--- src/rtl/multi_reg_transfer_sequencer.sv ---
`default_nettype none
// ============================================================================
// Module   : multi_reg_transfer_sequencer
// Brief    : Sequences LDM/STM/PUSH/POP style multi-register transfers, one
//            register per cycle, with optional base-register writeback.
// Revision : 1.0 - initial release
// ============================================================================
module multi_reg_transfer_sequencer #(
    parameter int REG_LIST_WIDTH = 8,
    parameter int ADDR_WIDTH     = 4,
    parameter int WORD_BYTES     = 4,
    parameter int OFFSET_WIDTH   = $clog2(REG_LIST_WIDTH*WORD_BYTES)+2
) (
    input  logic                      clk_i,
    input  logic                      reset_n_i,
    input  logic                      start_i,
    input  logic                      is_load_i,
    input  logic                      decrement_i,
    input  logic                      writeback_i,
    input  logic [ADDR_WIDTH-1:0]     base_reg_i,
    input  logic [REG_LIST_WIDTH-1:0] reg_list_i,
    input  logic                      flush_i,
    output logic                      busy_o,
    output logic                      stall_pipeline_o,
    output logic                      xfer_valid_o,
    output logic [ADDR_WIDTH-1:0]     xfer_reg_addr_o,
    output logic [OFFSET_WIDTH-1:0]   xfer_offset_o,
    output logic                      mem_write_en_o,
    output logic                      mem_read_en_o,
    output logic                      reg_write_en_o,
    output logic                      wb_valid_o,
    output logic [ADDR_WIDTH-1:0]     wb_reg_addr_o,
    output logic [OFFSET_WIDTH-1:0]   wb_offset_o,
    output logic                      done_o
);

    localparam int CNT_W = $clog2(REG_LIST_WIDTH+1);

    typedef enum logic [1:0] {
        S_IDLE = 2'd0,
        S_XFER = 2'd1,
        S_WB   = 2'd2
    } state_t;

    state_t                    r_state;
    state_t                    w_next;
    logic [REG_LIST_WIDTH-1:0] r_list;
    logic                      r_is_load;
    logic                      r_dec;
    logic                      r_wb;
    logic [ADDR_WIDTH-1:0]     r_base;
    logic [CNT_W-1:0]          r_n;
    logic [CNT_W-1:0]          r_k;

    logic [CNT_W-1:0]          w_pop;
    logic                      w_base_hit;
    logic                      w_wb_eff;
    logic [REG_LIST_WIDTH-1:0] w_low;
    logic [ADDR_WIDTH-1:0]     w_idx;
    logic                      w_last;
    logic [OFFSET_WIDTH-1:0]   w_fwd_mag;
    logic [OFFSET_WIDTH-1:0]   w_back_mag;
    logic [OFFSET_WIDTH-1:0]   w_tot_mag;
    logic                      w_valid;
    logic                      w_wb_valid;
    logic                      w_done;
    logic                      w_stall;

    always_comb begin
        w_pop      = '0;
        w_base_hit = 1'b0;
        for (int i = 0; i < REG_LIST_WIDTH; i++) begin
            w_pop = w_pop + CNT_W'(reg_list_i[i]);
            if (base_reg_i == ADDR_WIDTH'(i))
                w_base_hit = w_base_hit | reg_list_i[i];
        end
    end

    // A load that overwrites the base register keeps the loaded value.
    assign w_wb_eff = writeback_i & ~(is_load_i & w_base_hit);

    // Isolate the lowest remaining set bit and encode its index.
    assign w_low = r_list & (~r_list + 1'b1);
    always_comb begin
        w_idx = '0;
        for (int i = REG_LIST_WIDTH-1; i >= 0; i--) begin
            if (r_list[i])
                w_idx = ADDR_WIDTH'(i);
        end
    end

    assign w_last     = (CNT_W'(r_k + 1'b1) == r_n);
    assign w_fwd_mag  = OFFSET_WIDTH'(r_k) * OFFSET_WIDTH'(WORD_BYTES);
    assign w_back_mag = OFFSET_WIDTH'(r_n - r_k) * OFFSET_WIDTH'(WORD_BYTES);
    assign w_tot_mag  = OFFSET_WIDTH'(r_n) * OFFSET_WIDTH'(WORD_BYTES);

    always_ff @(posedge clk_i or negedge reset_n_i) begin
        if (!reset_n_i) begin
            r_state   <= S_IDLE;
            r_list    <= '0;
            r_is_load <= 1'b0;
            r_dec     <= 1'b0;
            r_wb      <= 1'b0;
            r_base    <= '0;
            r_n       <= '0;
            r_k       <= '0;
        end else begin
            r_state <= w_next;
            if (flush_i) begin
                r_list    <= '0;
                r_is_load <= 1'b0;
                r_dec     <= 1'b0;
                r_wb      <= 1'b0;
                r_base    <= '0;
                r_n       <= '0;
                r_k       <= '0;
            end else begin
                case (r_state)
                    S_IDLE: begin
                        if (start_i) begin
                            r_list    <= reg_list_i;
                            r_is_load <= is_load_i;
                            r_dec     <= decrement_i;
                            r_wb      <= w_wb_eff;
                            r_base    <= base_reg_i;
                            r_n       <= w_pop;
                            r_k       <= '0;
                        end
                    end
                    S_XFER: begin
                        r_list <= r_list & ~w_low;
                        r_k    <= r_k + 1'b1;
                    end
                    default: ;
                endcase
            end
        end
    end

    always_comb begin
        w_next     = r_state;
        w_valid    = 1'b0;
        w_wb_valid = 1'b0;
        w_done     = 1'b0;
        w_stall    = 1'b0;
        case (r_state)
            S_IDLE: begin
                if (start_i) begin
                    if (w_pop != '0) begin
                        w_next  = S_XFER;
                        w_stall = 1'b1;
                    end else begin
                        w_done = 1'b1;
                    end
                end
            end
            S_XFER: begin
                w_valid = 1'b1;
                if (w_last) begin
                    w_next  = r_wb ? S_WB : S_IDLE;
                    w_done  = ~r_wb;
                    w_stall = r_wb;
                end else begin
                    w_stall = 1'b1;
                end
            end
            S_WB: begin
                w_wb_valid = 1'b1;
                w_done     = 1'b1;
                w_next     = S_IDLE;
            end
            default: w_next = S_IDLE;
        endcase
        // Abort overrides everything, including a start in IDLE.
        if (flush_i) begin
            w_next     = S_IDLE;
            w_valid    = 1'b0;
            w_wb_valid = 1'b0;
            w_done     = 1'b0;
            w_stall    = 1'b0;
        end
    end

    assign busy_o           = (r_state != S_IDLE);
    assign stall_pipeline_o = w_stall;
    assign xfer_valid_o     = w_valid;
    assign xfer_reg_addr_o  = (r_state == S_XFER) ? w_idx : '0;
    assign xfer_offset_o    = (r_state != S_XFER) ? '0 :
                              (r_dec ? (~w_back_mag + 1'b1) : w_fwd_mag);
    assign mem_write_en_o   = w_valid & ~r_is_load;
    assign mem_read_en_o    = w_valid & r_is_load;
    assign reg_write_en_o   = (w_valid & r_is_load) | w_wb_valid;
    assign wb_valid_o       = w_wb_valid;
    assign wb_reg_addr_o    = r_base;
    assign wb_offset_o      = (r_state != S_WB) ? '0 :
                              (r_dec ? (~w_tot_mag + 1'b1) : w_tot_mag);
    assign done_o           = w_done;

endmodule
`default_nettype wire

--- config.mk ---
export PLATFORM = sky130hd
export DESIGN_NAME = multi_reg_transfer_sequencer
export DESIGN_NICKNAME = d
export VERILOG_FILES = /design/src/rtl/multi_reg_transfer_sequencer.sv
export SDC_FILE = /design/constraint.sdc
export NUM_CORES = 1
export LEC_CHECK = 0
export BUFFER_PORTS_ARGS = -buffer_cell sky130_fd_sc_hd__buf_4
export CORE_ASPECT_RATIO = 1.1
export CORE_MARGIN = 3
export CORE_UTILIZATION = 35
export CTS_CLUSTER_SIZE = 20
export DETAILED_ROUTE_END_ITERATION = 8
export REMOVE_ABC_BUFFERS = 1
export SLEW_MARGIN = 20
export SYNTH_ARGS = -nofsm -noshare
export SYNTH_HDL_FRONTEND = slang
export SYNTH_SLANG_ARGS = --single-unit
export TNS_END_PERCENT = 30
--- constraint.sdc ---
create_clock -name clk_i -period 10.1 [get_ports clk_i]
set_input_delay 2.02 -clock clk_i [delete_from_list [all_inputs] [get_ports clk_i]]
set_output_delay 2.02 -clock clk_i [all_outputs]
set_load 0.02 [all_outputs]
Word level (Yosys, flattened, before mapping)
Index checks and enable logic that the tools add are counted.
W data, S select, Z words.

word-level totals
  register bits after elaboration = 25
  bits of input ports = 19
  output and inout bits = 30
  word-level logic and storage cells = 128

cells by class
  add/subtract/negate cells = 12
  eq/ne operators = 15
  muxes and demuxes = 62
  bitwise gates (word level) = 21
  reductions and logical operators = 10

operator list
  cell                   number
  $mux W4                16
  $mux W1                29
  $mux W7                4
  $add A4 B1 Y4          4
  $and A8 B8 Y8          2
  $eq A4 B3 Y1 const B   4
  $mux W8                2
  $not A8 Y8             2
  $pmux W8 S2            1
  $add A7 B1 Y7 const B  2
  $mux W2                5
  $ne A3 B3 Y1 const B   3
  $add A8 B1 Y8 const B  1
  $eq A4 B2 Y1 const B   2
  $or A1 B1 Y1           8
  $pmux W4 S2            1
  $not A6 Y7             1
  $not A7 Y7             1
  $reduce_bool A2 Y1     3
  $sub A4 B4 Y5          1
  $add A3 B1 Y4          1
  $add A4 B1 Y4 const B  1
  $and A1 B1 Y1          4
  $eq A4 B1 Y1 const B   1
  18 further kinds       21

Longest topological paths before layout
Gate-level depths: netlist of the first run.

  depth in word-level cells = 22
  depth in mapped cells = 11
  gate-level depth less buffers = 11

Worst setup path before layout of the first run
No wires, ideal clock.

  path kind = input to output
  from = input reg_list_i[0]
  to = output stall_pipeline_o
  data arrival time = 4.883 ns
  required time = 8.080 ns
  path slack = 3.197 ns
  stages on the path = 11
  path buffers = 0
  cells stage by stage = fa_1 -> inv_1 -> fa_1 -> fa_1 -> inv_1 -> ha_1 -> fa_1 -> nor2_1 -> o211ai_1 -> nand2_1 -> a22oi_1

between the ends
  longest elaborated chain between the ends = 12

ends and longest elaborated chain
  item                        RTL line  text
  start, declared             21        input logic [REG_LIST_WIDTH-1:0] reg_list_i,
  $add A1 B1 Y2               73        w_pop = w_pop + CNT_W'(reg_list_i[i]);
  $add A2 B1 Y3               73
  $add A3 B1 Y4               73
  $add A4 B1 Y4 (4 in a row)  73
  $reduce_bool A4 Y1          149       if (w_pop != '0) begin
  $mux W1                     149
  $mux W1                     148       if (start_i) begin
  $pmux W1 S2                 146       case (r_state)
  $mux W1                     175       if (flush_i) begin
  end, declared               24        output logic stall_pipeline_o,

Every way passes these cells.

Worst setup path in the final report of the first run
Same ends and word-level chain as after synthesis.

==> impl_results.md, run 1 <==
* Final wirelength at 5104 um
* R2r startpoint: r_state[0]$_DFFE_PN0P_
* CP arrival at just over 5 ns
* Critical path's slowest cell: fa_1
* Status: complete, no violations
* Grt met2 use at between 20% and 30%
* CTS sink count at 25
* Initial antenna violation count at 0
* Synth area leaders: dfrtp_1, ha_1, nand2_1
* Crit Path Max Fanout at 3
* Site row count at 28
* Final setup fails at 0
* Flops & latches, synth at 25
* Max Slew Vio Count at 0
* Fin Setup TNS at 0 ns
* Total vias in the final route at about 1800
* Achievable Freq at between 0.1 and 0.15 GHz
* TritonCTS clock tree: done
* DPL Wire Length at ~3900 um
* Die ar. at 6668 um^2
* Worst r2r path cells at 4
* Vias in the first global route at around 1800
* Final hold vios at 0
* Core Area at 5465 um^2
* Grt total ovfl at 0
* Share of post-route cells with drive strength above 1 at a little over a fifth
* Area Growth Syn to Fin at 19.49%
* DR WL/cell at around 15 um
* WHS Endpoint: wb_reg_addr_o[3]$_DFFE_PN0P_
* Max Cap Violations at 0
* Power density over cell area at around 160 nW/um^2
* Root Driver: clkbuf_8
* Ys flop type: dfrtp_1
* Die width at just under 80 um
* CP dominant cell by count: fa_1
* CP startpoint kind: primary input
* Port buffer count at 43
* Final core occ at around 44%
* Leakage at between 1 and 1.5 nW
* EDFF count, synth at 0
* Setup bufs post-CTS at 0
* Tcrit/Tclk final at around 70%
* Top Ports at 49
* RSZ-0062 raised after global routing: false
* Initial Util at ~37%
* Most common cell after layout, fill and taps aside: buf_4
* Critical setup path kind: in2out
* Clock buffer count from CTS at 3
* Kind of end point of the critical path: primary output
* Final min period at slightly above 7 ns
* Clock buffer depth at 2
* First-pass GRT wire length at 8811 um
* Mapped Cells at between 200 and 250
* Post-synth top area cell: dfrtp_1
* Die H at 85.35 um
* Worst-Margin Slew at roughly 0.7 ns
* Pin count of the biggest net entering global routing at 26
* Antenna Nets Post-Route at 0
* Cts repair resizes at 0
* Routed vias/inst at 5.194
* Initial drt markers at 86
* CTS Hold Bufs at 0
* Dpl ws at approximately 2.9 ns
* Hold Startpoint: wb_reg_addr_o[3]$_DFFE_PN0P_
* Largest stage delay on the critical path at between 0.5 and 0.6 ns
* Most frequent cells in the layout: buf_4, nand2_1, dfrtp_1, inv_1, nor2_1
* Crit path depth at 13
* R2R Setup Slk at between 8 and 9 ns
* Final Skew at 0.01180 ns
* Peak supply drop at about 0.074 mV
* FFs w/ async S/R, synth at between 90% and 100%
* Final WS setup at around 2.9 ns
* CTS clock-pin slew for the worst setup and hold paths at approximately 0.10 ns
* Gr busiest metal: met2
* YS warnings at 0
* Reg-to-Reg End: r_wb$_DFFE_PN0P_
* WP data required at around 8.1 ns
* All-Layer GR Usage at between 10% and 20%
* CP bufs+invs at 4
* Library cells used by synthesis at 51
* GR Util met1 at between 20% and 30%
* Mean Syn Cell Area at ~8.6 um^2
* Antenna diode count at 0
* Post-synthesis instance area at ~2000 um^2
* Max_slew headroom at about 52%
* Crit-path cells: buf_4, fa_1, inv_1, fa_1, fa_1, inv_1, ha_1, fa_1, nor2_1, o211ai_1, nand2_1, a22oi_1, buf_4
* Hold WC Path Type: reg2reg
* Htree depth at 1
* Nets at between 300 and 400
* Remaining DRCs at 0
* Worst-skew pair later-pin latency at approximately 0.28 ns
* Hold depth at 2
* Gpl congestion at between 0.8 and 0.9
* Top-area cell type share of the netlist area at between 30 and 40%
* Seq/Total Area, Yosys at a little under a third
* Met3 usage at 1.805%
* DRT Pass-1 Iters at 4
* CP delay by family, top: adder cells
[routing by layer]
metal | part of all wire, % | up-vias | wire [um]
met1 | 48 | 843 | 2446
met5 | 0 | - | 0
met4 | 1.5 | 0 | 76
li1 | - | 874 | -
met3 | 5.2 | 8 | 267
met2 | 45 | 67 | 2313
[power breakdown]
group	internal [mW]	switching, mW	total, mW
Clock	0.0280	0.0357	0.0637
Combinational	0.0790	0.0990	0.178
Sequential	0.111	0.0207	0.132
Total	0.218	0.155	0.373
[state kept, by name, summed over array words and instances (netlist names)]
signal         count
r_is_load          1
r_k                4
r_n                4
r_wb               1
r_state            2
r_dec              1
wb_reg_addr_o      4
r_list             8
[worst register-to-register path: stages, from the launching register on]
cell	delay, ns
dfrtp_1	0.55
or2_2	0.38
nor2_1	0.55
o311ai_0	0.26
a21oi_1	0.16
[how the worst max path moves through the flow]
stage / startpoint / to / slack, ns
6_report: reg_list_i[0] / stall_pipeline_o / 2.95
3_5_place_dp: reg_list_i[0] / done_o / 2.94
2_1_floorplan: reg_list_i[0] / stall_pipeline_o / 3.20
3_3_place_gp: reg_list_i[0] / stall_pipeline_o / 3.00
4_1_cts: reg_list_i[0] / done_o / 2.95
5_1_grt: reg_list_i[0] / stall_pipeline_o / 2.79
[cells in the mapped netlist, drive strengths merged (3+ instances only)]
| library cell | n |
|---|---|
| a21oi | 16 |
| a22oi | 3 |
| or3 | 3 |
| a21o | 3 |
| nand2 | 27 |
| fa | 5 |
| and3 | 3 |
| o21ai | 12 |
| clkbuf | 5 |
| dfrtp | 25 |
| or2 | 3 |
| ha | 10 |
| o21bai | 3 |
| mux2i | 4 |
| o21a | 3 |
| nor3 | 6 |
| buf | 10 |
| o311ai | 3 |
| a211oi | 3 |
| nor2b | 5 |
| nor2 | 20 |
| nor4 | 3 |
| a22o | 7 |
| inv | 23 |
| xnor2 | 7 |
[kinds of logic after synthesis]
group | Yosys count | synth area share [%]
and+or+nand+nor | 80 | 20.36
AOI/OAI and AO/OA | 60 | 19.86
adders and majority gates | 15 | 11.24
muxes | 6 | 3.685
DFF | 25 | 31.23
other | 1 | 0.1872
xor gates and xnor gates | 9 | 4.622
buffers and inverters | 38 | 8.807
[through the flow]
step                hold slack, ns  power [mW]  area [um^2]  cells
floorplan                   0.4861      0.2537         1928    223
global placement            0.5147      0.3089         2345    341
detailed placement          0.5200      0.3119         2345    341
CTS                         0.5343      0.3760         2394    345
global route                0.5735      0.4062         2394    345
finish                      0.5301      0.3734         2394    345
[final cells by class]
class,count,area [um^2]
multi-input cells,175,1216
clock inverters,1,7.507
clock buffers,3,41.29
inverters,23,86.33
fillers,583,3072
repair buffers,43,322.8
well taps,75,93.84
flip-flops and latches,25,625.6
No activity file was read; power rests on OpenSTA's default activity.
==> run 2, diff against run 1 <==
- clock period: 10.1 -> 6.7 ns (I/O delays scaled with it)
==> impl_results.md, run 2 (synthesis results as in run 1) <==
* DRT Pass-1 Iters at 4 (unchanged)
* DR WL/cell at 14.79 um (unchanged)
* RSZ-0062 raised after global routing: false
* Max reg flops at 8 (unchanged)
* Root Driver: clkbuf_8
* R2R Setup Slk at 4.73 ns (-3.40 ns)
* Vias in the first global route at 1793 (unchanged)
* Final WS setup at 0.9076 ns (-2.040 ns)
* DPL Wire Length at 3889 um (about the same)
* Final min period at roughly 5.8 ns
* Hold depth at 2 (unchanged)
* Most flop-heavy register: r_list
* WP data required at 5.36 ns (-2.72 ns)
* Max_slew headroom at 52.49% (+0.068 points)
* Gpl congestion at 0.8246 (about the same)
* All-Layer GR Usage at 16.26% (unchanged)
* Most common cell after layout, fill and taps aside: buf_4
* Reg-to-Reg End: r_wb$_DFFE_PN0P_
* Clock buffer depth at 2 (unchanged)
* CTS clock-pin slew for the worst setup and hold paths at 0.10 ns (about the same)
* Final wirelength at 5104 um (unchanged)
* CTS sink count at 25 (unchanged)
* Leakage at 1.138 nW (unchanged)
* CP startpoint kind: primary input
* Hold Startpoint: wb_reg_addr_o[3]$_DFFE_PN0P_
* Max Slew Vio Count at 0 (unchanged)
* Hold WC Path Type: reg2reg
* Final Skew at 0.01183 ns (+0.00002350 ns)
* Tcrit/Tclk final at roughly 86%
* CP delay by family, top: adder cells
* Largest stage delay on the critical path at 0.52 ns (about the same)
* Initial Util at 36.65% (unchanged)
* Port buffer count at 43 (unchanged)
* Worst r2r path cells at 4 (unchanged)
* Cts repair resizes at 0 (unchanged)
* Peak supply drop at 0.1109 mV (+51%)
* Die H at 85.35 um (unchanged)
* Dpl ws at 0.9029 ns (-2.040 ns)
* Crit Path Max Fanout at 3 (unchanged)
* Htree depth at 1 (unchanged)
* Achievable Freq at 0.1726 GHz
* Crit path depth at 13 (unchanged)
* Area Growth Syn to Fin at 19.49% (unchanged)
* Top Ports at 49 (unchanged)
* Initial antenna violation count at 0 (unchanged)
* Worst-Margin Slew at 0.7100 ns (-0.001024 ns)
* CP bufs+invs at 4 (unchanged)
* TritonCTS clock tree: done
* Nets at 305 (unchanged)
* Site row count at 28 (unchanged)
* Die width at 78.13 um (unchanged)
* WHS Endpoint: wb_reg_addr_o[3]$_DFFE_PN0P_
* Worst-skew pair later-pin latency at 0.28 ns (about the same)
* Antenna Nets Post-Route at 0 (unchanged)
* R2r startpoint: r_state[0]$_DFFE_PN0P_
* CP arrival at 4.45 ns (-0.68 ns)
* Kind of end point of the critical path: primary output
* Share of post-route cells with drive strength above 1 at 21.11% (unchanged)
* Antenna diode count at 0 (unchanged)
* Grt total ovfl at 0 (unchanged)
* Setup bufs post-CTS at 0 (unchanged)
* Total vias in the final route at 1794 (+0.11%)
* Core Area at 5465 um^2 (unchanged)
* First-pass GRT wire length at 8811 um (unchanged)
* Crit-path cells: buf_4, fa_1, inv_1, fa_1, fa_1, inv_1, ha_1, fa_1, nor2_1, o211ai_1, nand2_1, a22oi_1, buf_4
* Power density over cell area at 235.1 nW/um^2 (+51%)
* Most frequent cells in the layout: buf_4, nand2_1, dfrtp_1, inv_1, nor2_1
* Die ar. at 6668 um^2 (unchanged)
* Final setup fails at 0 (unchanged)
* Fin Setup TNS at 0 ns (unchanged)
* CTS Hold Bufs at 0 (unchanged)
* Max Cap Violations at 0 (unchanged)
* Clock buffer count from CTS at 3 (unchanged)
* Critical path's slowest cell: fa_1
* Critical setup path kind: in2out
* Routed vias/inst at 5.200 (+0.11%)
* Status: complete, no violations
* Pin count of the biggest net entering global routing at 26 (unchanged)
* Remaining DRCs at 0 (unchanged)
* Final hold vios at 0 (unchanged)
* CP dominant cell by count: fa_1
* Initial drt markers at 86 (unchanged)
run 2: cell counts in the layout (fill, tap and decap cells not counted):
No cell type changed its count.
run 2: through the flow:
| stage | instance area, um^2 | instances | hold WS (ns) | util (%) | total power, mW |
|---|---|---|---|---|---|
| detailed placement | 2345 | 341 | 0.5200 | 42.90 | 0.4702 |
| global route | 2394 | 345 | 0.5735 | 43.80 | 0.6123 |
| global placement | 2345 | 341 | 0.5147 | 42.90 | 0.4656 |
| finish | 2394 | 345 | 0.5301 | 43.80 | 0.5628 |
| floorplan | 1928 | 223 | 0.4861 | - | 0.3825 |
| CTS | 2394 | 345 | 0.5343 | 43.80 | 0.5668 |
run 2: worst max path at each step:
stage             startpoint               end  slack (ns)
2_1_floorplan  reg_list_i[0]  stall_pipeline_o        1.16
3_3_place_gp   reg_list_i[0]  stall_pipeline_o        0.96
3_5_place_dp   reg_list_i[0]            done_o        0.90
4_1_cts        reg_list_i[0]            done_o        0.91
5_1_grt        reg_list_i[0]  stall_pipeline_o        0.75
6_report       reg_list_i[0]  stall_pipeline_o        0.91
run 2: per-layer routing:
layer / global-route usage [%] / vias to the layer above / wire length, um
li1: - / 874 / -
met1: 23.14 / 843 / 2445
met2: 25.62 / 69 / 2313
met3: 1.805 / 8 / 268
met4: 5.723 / 0 / 76
met5: 0 / - / 0
run 2: area by class of cell:
class                   instances  area [um^2]
flip-flops and latches         25        625.6
well taps                      75        93.84
multi-input cells             175         1216
clock inverters                 1        7.507
inverters                      23        86.33
fillers                       582         3072
repair buffers                 43        322.8
clock buffers                   3        41.29
run 2: tightest hold or removal path, cell delays in order, from the launching register on:
cell	delay, ns
dfrtp_1	0.39
nand2_1	0.06
a21oi_1	0.05
run 2: report_power, final:
group / internal, mW / switching (mW) / total, mW / leakage [nW]
registers: 0.167 / 0.0312 / 0.199 / 0.338
logic: 0.119 / 0.149 / 0.268 / 0.778
clock network: 0.0422 / 0.0538 / 0.0960 / 0.0217
total: 0.329 / 0.234 / 0.563 / 1.14
==> run 3, diff against run 2 <==
- CORE_MARGIN: 3 -> 4
- MAX_ROUTING_LAYER: not set -> met4
==> impl_results.md, run 3 (synthesis results as in run 1) <==
* Remaining DRCs at 0 (unchanged)
* Routed vias/inst at 5.154 (-0.89%)
* Crit-path cells: buf_4, fa_1, inv_1, fa_1, fa_1, inv_1, ha_1, fa_1, nor2_1, o211ai_1, nand2_1, a22oi_1, buf_4
* Area Growth Syn to Fin at 19.30%
* Logic pwr share at 48.0% (+0.3 points)
* Vias in the first global route at 1734 (-3.3%)
* DRT Pass-1 Iters at 4 (unchanged)
* Kind of end point of the critical path: primary output
* Initial Util at 36.65% (unchanged)
* P_int at 0.3293 mW (+0.22%)
* Final Skew at 0.001551 ns (-0.01027 ns)
* Peak supply drop at 0.1307 mV (+18%)
* CTS Hold Bufs at 0 (unchanged)
* CTS sink count at 25 (unchanged)
* Achievable Freq at 0.1722 GHz (-0.26%)
* Final setup fails at 0 (unchanged)
* Critical setup path kind: in2out
* Grt total ovfl at 0 (unchanged)
* Fill count at 572 (-1.7%)
* Register Area at 625.6 um^2 (unchanged)
* Final min period at 5.808 ns (+0.01512 ns)
* Switching Share at 41.29% (-0.32 points)
* Max_slew headroom at 51.24% (-1.3 points)
* Reg power frac at 35.3% (about the same)
* Clock buffer count from CTS at 3 (unchanged)
* Gpl congestion at 0.8541 (+3.6%)
* RSZ-0062 raised after global routing: false
* Nets at 305 (unchanged)
* Top Ports at 49 (unchanged)
* Htree depth at 1 (unchanged)
* Most flop-heavy register: r_list
* Most frequent cells in the layout: buf_4, nand2_1, dfrtp_1, inv_1, nor2_1
* Max reg flops at 8 (unchanged)
* Fin Setup TNS at 0 ns (unchanged)
* Pin count of the biggest net entering global routing at 26 (unchanged)
* Core Area at 5465 um^2 (unchanged)
* Antenna diode count at 0 (unchanged)
* Placed cell areas at 2345 um^2 (unchanged)
* All-Layer GR Usage at 15.80% (-0.46 points)
* Worst-skew pair later-pin latency at 0.27 ns (about the same)
* Post-route cell area at 2390 um^2 (-0.16%)
* Final hold vios at 0 (unchanged)
* Site row count at 28 (unchanged)
* CP startpoint kind: primary input
* Antenna Nets Post-Route at 0 (unchanged)
* Clock Power Share at 16.7% (-0.4 points)
* CP delay by family, top: adder cells
* Largest stage delay on the critical path at 0.53 ns (about the same)
* Die H at 87.35 um (+2.3%)
* Power density over cell area at 234.7 nW/um^2 (-0.18%)
* Switching Power at 0.2316 mW (-1.1%)
* Max Cap Violations at 0 (unchanged)
* Clock buffer depth at 2 (unchanged)
* Initial antenna violation count at 0 (unchanged)
* WP data required at 5.36 ns (about the same)
* Worst-Margin Slew at 0.7287 ns (+0.01877 ns)
* Max Slew Vio Count at 0 (unchanged)
* Hold WS at 0.5232 ns (-0.006934 ns)
* Root Driver: clkbuf_8
* Critical path's slowest cell: fa_1
* DPL Wire Length at 3966 um (+2.0%)
* Hold WC Path Type: reg2reg
* Die width at 80.13 um (+2.6%)
* DR WL/cell at 15.06 um (+1.8%)
* Share of post-route cells with drive strength above 1 at 20.74% (-0.37 points)
* CP bufs+invs at 4 (unchanged)
* Final WS setup at 0.8924 ns (-0.01512 ns)
* CTS clock-pin slew for the worst setup and hold paths at 0.09 ns (about the same)
* Die ar. at 6999 um^2 (+5.0%)
* CP arrival at 4.47 ns (+0.02 ns)
* Multi-input gate area at 1216 um^2 (unchanged)
* Status: complete, no violations
* Total vias in the final route at 1778 (-0.89%)
* Dpl ws at 0.9012 ns (-0.001726 ns)
* Leakage at 1.139 nW (about the same)
* CP dominant cell by count: fa_1
* Cts repair resizes at 0 (unchanged)
* Setup bufs post-CTS at 0 (unchanged)
* Most common cell after layout, fill and taps aside: buf_4
* Tcrit/Tclk final at 86.68% (+0.23 points)
* Final wirelength at 5195 um (+1.8%)
* First-pass GRT wire length at 8611 um (-2.3%)
* TritonCTS clock tree: done
* Crit Path Max Fanout at 3 (unchanged)
* Initial drt markers at 115 (+34%)
* Port buffer count at 43 (unchanged)
[run 3: changes by cell type in the layout (fill, tap and decap cells not counted)]
cell        previous run  this run
clkinvlp_4             1         0
clkbuf_1               0         1
[run 3: per-layer routing]
layer	global-route usage (%)	vias to the layer above	wire length (um)
li1	-	865	-
met1	21.94	834	2489
met2	24.70	71	2371
met3	1.863	8	293
met4	3.687	0	39
met5	-	-	0
[run 3: cell type report]
type / count / area share (%)
inverter: 23 / 3.613
multi-input combinational: 175 / 50.89
clock buffer: 4 / 1.885
sequential: 25 / 26.18
tap: 75 / 3.927
timing repair buffer: 43 / 13.51
[run 3: final timing paths]
path,slack (ns),endpoint,depth (start not counted),startpoint
max in group asynchronous,5.47,r_k[0]$_DFFE_PN0P_,1,reset_n_i
max,0.89,stall_pipeline_o,13,reg_list_i[0]
min reg2reg,0.52,wb_reg_addr_o[3]$_DFFE_PN0P_,2,wb_reg_addr_o[3]$_DFFE_PN0P_
min in group asynchronous,0.97,wb_reg_addr_o[2]$_DFFE_PN0P_,1,reset_n_i
max reg2reg,4.71,r_wb$_DFFE_PN0P_,4,r_state[0]$_DFFE_PN0P_
min,0.52,wb_reg_addr_o[3]$_DFFE_PN0P_,2,wb_reg_addr_o[3]$_DFFE_PN0P_
[run 3: power groups by stage]
stage	Clock, mW	Sequential [mW]	Combinational (mW)
after floorplan	0	0.194	0.189
after global routing	0.101	0.202	0.305
final	0.0935	0.198	0.269
after global placement	0	0.201	0.265
after CTS	0.0952	0.198	0.272
after detailed placement	0	0.201	0.270
[run 3: worst min-delay path, stage by stage (launching register included)]
cell and delay (ns):
dfrtp_1 0.38, nand2_1 0.05, a21oi_1 0.05
[run 3: stage by stage]
stage / total power, mW / utilization [%] / cells
after global placement: 0.4660 / 42.90 / 341
after floorplan: 0.3825 / - / 223
after detailed placement: 0.4714 / 42.90 / 341
final: 0.5609 / 43.73 / 345
after CTS: 0.5651 / 43.73 / 345
after global routing: 0.6083 / 43.73 / 345
